File: src/rtl/cga_vram_arbiter.sv
// cga_vram_arbiter: shares CGA VRAM between the video sequencer (always first) and ISA CPU accesses
module cga_vram_arbiter #(
    parameter int USE_BUS_WAIT  = 1,
    parameter int CPU_ADDR_BITS = 15
) (
    input  logic        clk,
    input  logic        reset_l,
    input  logic [14:0] bus_a,
    input  logic [7:0]  bus_d,
    input  logic        bus_memr_l,
    input  logic        bus_memw_l,
    input  logic        mem_cs,
    input  logic        video_slot,
    input  logic [18:0] vid_a,
    input  logic [7:0]  ram_d,
    output logic [18:0] ram_a,
    output logic        ram_we_l,
    output logic [7:0]  ram_dout,
    output logic [7:0]  bus_out,
    output logic        bus_dir,
    output logic        bus_rdy
);
    typedef enum logic [2:0] {IDLE, WAIT_SLOT, ACCESS, CAPTURE, DONE} state_t;
    localparam logic [14:0] AMASK = 15'((32'd1 << CPU_ADDR_BITS) - 32'd1);
    state_t      state, next;
    logic [1:0]  memr_sync, memw_sync, hold;
    logic        memr, memw, memr_prev, memw_prev, armed, wr_q;
    logic        rd_fall, wr_fall, start, strobe_off, acc;
    logic [14:0] a_q;
    logic [7:0]  d_q;
    assign memr = memr_sync[1];
    assign memw = memw_sync[1];
    // armed only once the synced strobes are seen high after reset, so a strobe held low through reset is ignored
    always_ff @(posedge clk) begin
        if (!reset_l) begin
            state     <= IDLE;
            memr_sync <= 2'b11;
            memw_sync <= 2'b11;
            memr_prev <= 1'b1;
            memw_prev <= 1'b1;
            hold      <= 2'd0;
            armed     <= 1'b0;
            a_q       <= '0;
            d_q       <= '0;
            wr_q      <= 1'b0;
            bus_out   <= '0;
        end else begin
            state     <= next;
            memr_sync <= {memr_sync[0], bus_memr_l};
            memw_sync <= {memw_sync[0], bus_memw_l};
            memr_prev <= memr;
            memw_prev <= memw;
            hold      <= hold + 2'(hold != 2'd2);
            armed     <= armed | (hold == 2'd2 && memr && memw);
            if (start) begin
                a_q  <= bus_a;
                d_q  <= bus_d;
                wr_q <= wr_fall;
            end
            if (state == CAPTURE) bus_out <= ram_d;
        end
    end
    always_comb begin
        rd_fall    = memr_prev & ~memr;
        wr_fall    = memw_prev & ~memw;
        start      = state == IDLE && armed && mem_cs && (rd_fall || wr_fall);
        strobe_off = wr_q ? memw : memr;
        acc        = state == ACCESS && !video_slot;
        next       = state;
        case (state)
            IDLE:      next = start ? WAIT_SLOT : IDLE;
            WAIT_SLOT: next = video_slot ? WAIT_SLOT : ACCESS;
            ACCESS:    next = video_slot ? WAIT_SLOT : (wr_q ? DONE : CAPTURE);
            CAPTURE:   next = DONE;
            DONE:      next = strobe_off ? IDLE : DONE;
            default:   next = IDLE;
        endcase
        ram_a    = acc ? {4'b0, a_q & AMASK} : vid_a;
        ram_we_l = ~(acc && wr_q && reset_l);
        ram_dout = d_q;
        bus_dir  = state == DONE && !wr_q && !memr;
        bus_rdy  = USE_BUS_WAIT == 0 || !(state inside {WAIT_SLOT, ACCESS, CAPTURE});
    end
endmodule

File: config.mk
export PLATFORM = sky130hd
export DESIGN_NAME = cga_vram_arbiter
export DESIGN_NICKNAME = d
export VERILOG_FILES = /design/src/rtl/cga_vram_arbiter.sv
export SDC_FILE = /design/constraint.sdc
export NUM_CORES = 1
export LEC_CHECK = 0
export CELL_PAD_IN_SITES_DETAIL_PLACEMENT = 0
export CELL_PAD_IN_SITES_GLOBAL_PLACEMENT = 1
export CORE_AREA = 2 2 85 87
export CTS_CLUSTER_DIAMETER = 150
export DETAILED_ROUTE_END_ITERATION = 7
export DIE_AREA = 0 0 87 89
export GPL_ROUTABILITY_DRIVEN = 0
export PLACE_DENSITY_LB_ADDON = 0.1
export SYNTH_ARGS = -nofsm -noshare
export SYNTH_HDL_FRONTEND = slang
export SYNTH_SLANG_ARGS = --single-unit
File: constraint.sdc
create_clock -name clk -period 1.8 [get_ports clk]
set_clock_uncertainty 0.1 [all_clocks]
set_input_delay 0.27 -clock clk [delete_from_list [all_inputs] [get_ports clk]]
set_output_delay 0.27 -clock clk [all_outputs]
set_load 0.1 [all_outputs]
==> results.toml <==
[route]
drt_wl_total_um = 5152
drt_pre_antenna_iters = 4
dr_total_vias = 1703
post_drt_wl_per_cell_um = 13.35
via_per_instance_ratio = 4.412
routed_antenna_nets = 0
detailedRoute.firstIterationViolations = 47
drc_markers = 0

[layout]
multiInputGateArea_sq_mm = 0.001094
finish.net_count = 363
final_layout_size_suffix_gt1_share_pct = 29.08
combined_flip_flop_and_latch_cell_area_sq_um = 883.3
diodes = 0
syn_to_final_growth_pct = 82.99
number_of_filler_cells_placed_in_the_layout = 594
final_core_util_pct = 54.49

[timing]
clock.fmax_ghz = 0.4746
period_share_pct = 117.1
tightestPinTransition_ns = 0.3172
final.setup.worst_slack_ns = -0.3070
setup-tns-final_ns = -5.374
finalMaxSlewViolations = 0
fin_worst_hold_slack_ns = 0.1856
timing.slew.headroom_pct = 78.82
period_minus_slack_ns = 2.107
final_hold_viol_count = 0
rsz0062_at_grt = "yes"
final-setup-viol-count = 20

[logic_synthesis]
ys_seq_area_share_pct = 44.03
syn-cell-area_sq_mm = 0.002001
syn-mean-instance-area_sq_um = 9.759
ys.warnings.count = 0
synth_fp_nets = 263
ys_top_cells_by_area = "dfxtp_1 44%, mux2i_1 17%, nand2_1 9.4%"
synth_cell_types = 30
synth_top_area_share_pct = 44.03
syn_inst = 205
synth_top_cell_by_area = "dfxtp_1"
ffs_latches_synth = 44

[floorplan]
start_util_pct = 29.78
std_cell_rows = 30
fp.dieH_um = 89
pin_count = 94
core_region_area_sq_mm = 0.006719
dieArea_sq_mm = 0.007743
die_width_um = 87

[critical_path]
critical_path.endpoint_type = "output port"
reg2reg_setup_slack_ns = 0.33
worstReg2RegEnd = "state[0]"
reg2regPathDepth = 4
cp.arrival_ns = 1.74
worst-endpoint-required_ns = 1.43
timing_worst_setup_path_type = "register to output port"
crit_path_start_kind = "register"
worstReg2RegStart = "memw_sync[1]"
max_fo_critical_path = 7

[global_routing]
overflow = 0
grt_usage_pct = 13.75
pin_count_of_the_biggest_net_entering_global_routing = 47
gr-usage-met3_pct = 4.432
grt_antenna_before_repair = 0
grt_use_met2_pct = 21.79
grt_pass1_wl_um = 8355
grt_most_used_layer = "met2"
grt_pass1_vias = 1689
grtUsageMet1_pct = 17.86

[clocking]
cts_stage_hold_buffer_count = 0
cts_tree = "yes"
clock_insertion_delay_at_the_later_pin_of_the_skew_report_ns = 0.29
clk_pin_slew_ns = 0.08
cts_max_level = 2
cts_buffers = 5
deepest_clock_path_buffer_count = 2
clock_sink_count = 44
root_buffer = "clkbuf_8"

[min_path]
min_delay_startpoint = "reset_l"
hold_end = "memr_sync[0]"
timing.hold.worst.class = "input port to register"
hold-path-cell-count = 2

[placement]
io_buffers = 93
preCtsSetupSlack_ns = -0.4167
detailed_place_hpwl_um = 3739

[power_and_ir_drop]
cellLeakagePower_nw = 1.475
total_power_mw = 2.212
vdd_ir_drop_max_mv = 0.3327
total_power_per_unit_cell_area_mw_per_mm2 = 604.3

[outcome]
run_status = "finished with violations"
violations = "negative setup slack"

[job]
cap_viol_max_count = 0
-- cell type report --
class | count | area share [%]
Timing Repair Buffer | 109 | 40.43
Tap cell | 80 | 2.734
Sequential cell | 44 | 24.13
Clock inverter | 2 | 0.2734
Multi-Input combinational cell | 142 | 29.87
Inverter | 3 | 0.3076
Clock buffer | 6 | 2.256
-- cells in the mapped netlist (all sizes together) --
cell,number
nand2,50
dfxtp,44
mux2i,33
nor2b,17
mux2,15
buf,9
clkbuf,7
nand2b,6
inv,3
a21oi,2
and2,2
ha,2
nor3b,2
nor4b,2
a31oi,1
a32oi,1
nand3,1
nand3b,1
nor2,1
nor3,1
o2111a,1
o21ai,1
o311a,1
or2,1
xnor2,1
-- worst max path at each step --
stage	to	slack, ns	startpoint	depth (start not counted)
global route	ram_a[8]	-0.37	state[2]	5
CTS	ram_a[7]	-0.40	state[0]	5
floorplan	ram_a[2]	-0.1	state[2]	4
detailed placement	ram_a[7]	-0.42	video_slot	5
finish	ram_a[11]	-0.31	state[2]	5
global placement	ram_a[2]	-0.40	video_slot	5
-- timing repair --
action	4_1_cts	5_1_grt
endpoints found under the setup margin	20	21
gates cloned	1	0
pin swaps	1	1
setup buffers	2	1
gates resized for setup	15	3
-- flip-flops by register name, summed over array words and instances, names as in the netlist --
name	cells
wr_q	1
bus_out	8
ram_dout	8
armed	1
memw_sync	2
a_q	15
hold	2
state	3
memw_prev	1
memr_sync	2
memr_prev	1
-- worst max-delay path, cell delays in order, from the launching register on --
cell,delay [ns]
dfxtp_2,0.34
nor4b_4,0.30
buf_4,0.18
clkbuf_16,0.15
mux2_4,0.31
buf_12,0.17
-- power by group --
group          internal (mW)  switching (mW)
Clock                  0.306           0.324
Combinational          0.276           0.298
Sequential             0.996          0.0117
-- placed cells by master, fill, tap and decap left out --
| cell type | n |
|---|---|
| inv_1 | 3 |
| mux2i_1 | 33 |
| mux2_4 | 15 |
| nor2b_2 | 4 |
| nor3b_1 | 2 |
| xnor2_1 | 1 |
| a21oi_1 | 2 |
| clkbuf_16 | 1 |
| nand3b_1 | 1 |
| nand2_1 | 50 |
| and2_1 | 2 |
| nand3_2 | 1 |
| buf_12 | 41 |
| nor3_4 | 1 |
| o21ai_0 | 1 |
| a31oi_1 | 1 |
| clkinv_2 | 2 |
| dlygate4sd2_1 | 1 |
| or2_2 | 1 |
| o311a_1 | 1 |
| nand2b_1 | 6 |
| ha_1 | 2 |
| clkbuf_8 | 6 |
| nor4b_1 | 1 |
| a32oi_1 | 1 |
| o2111a_1 | 1 |
| buf_4 | 12 |
| dfxtp_2 | 2 |
| nor2_4 | 1 |
| clkdlybuf4s50_1 | 53 |
| dfxtp_1 | 42 |
| buf_2 | 1 |
| nor2b_1 | 13 |
| nor4b_4 | 1 |
-- cell families (layout without fill, tap and decap cells) --
group                    count (synthesis)  in the layout  share of synthesized area (%)
XOR/XNOR                                 1              1                         0.4379
flip-flops                              44             44                          44.03
AO/OA/AOI/OAI                            7              7                          2.564
adder cells (fa/ha/maj)                  2              2                          1.251
buffers and inverters                   19            120                          5.691
multiplexers                            48             48                          24.95
AND/OR/NAND/NOR                         84             84                          21.08
-- stage by stage --
step / instance area [sq um] / std cells
after CTS: 3666 / 386
after global routing: 3661 / 386
after global placement: 3477 / 375
after floorplan: 2038 / 205
after detailed placement: 3477 / 375
final: 3661 / 386
-- routing by layer --
metal | part of all wire (%) | wire (um)
met1 | 43 | 2224
met2 | 49 | 2510
met3 | 7.2 | 370
met4 | 0.91 | 47
met5 | 0 | 0
Power figures use the tool's default switching activity.
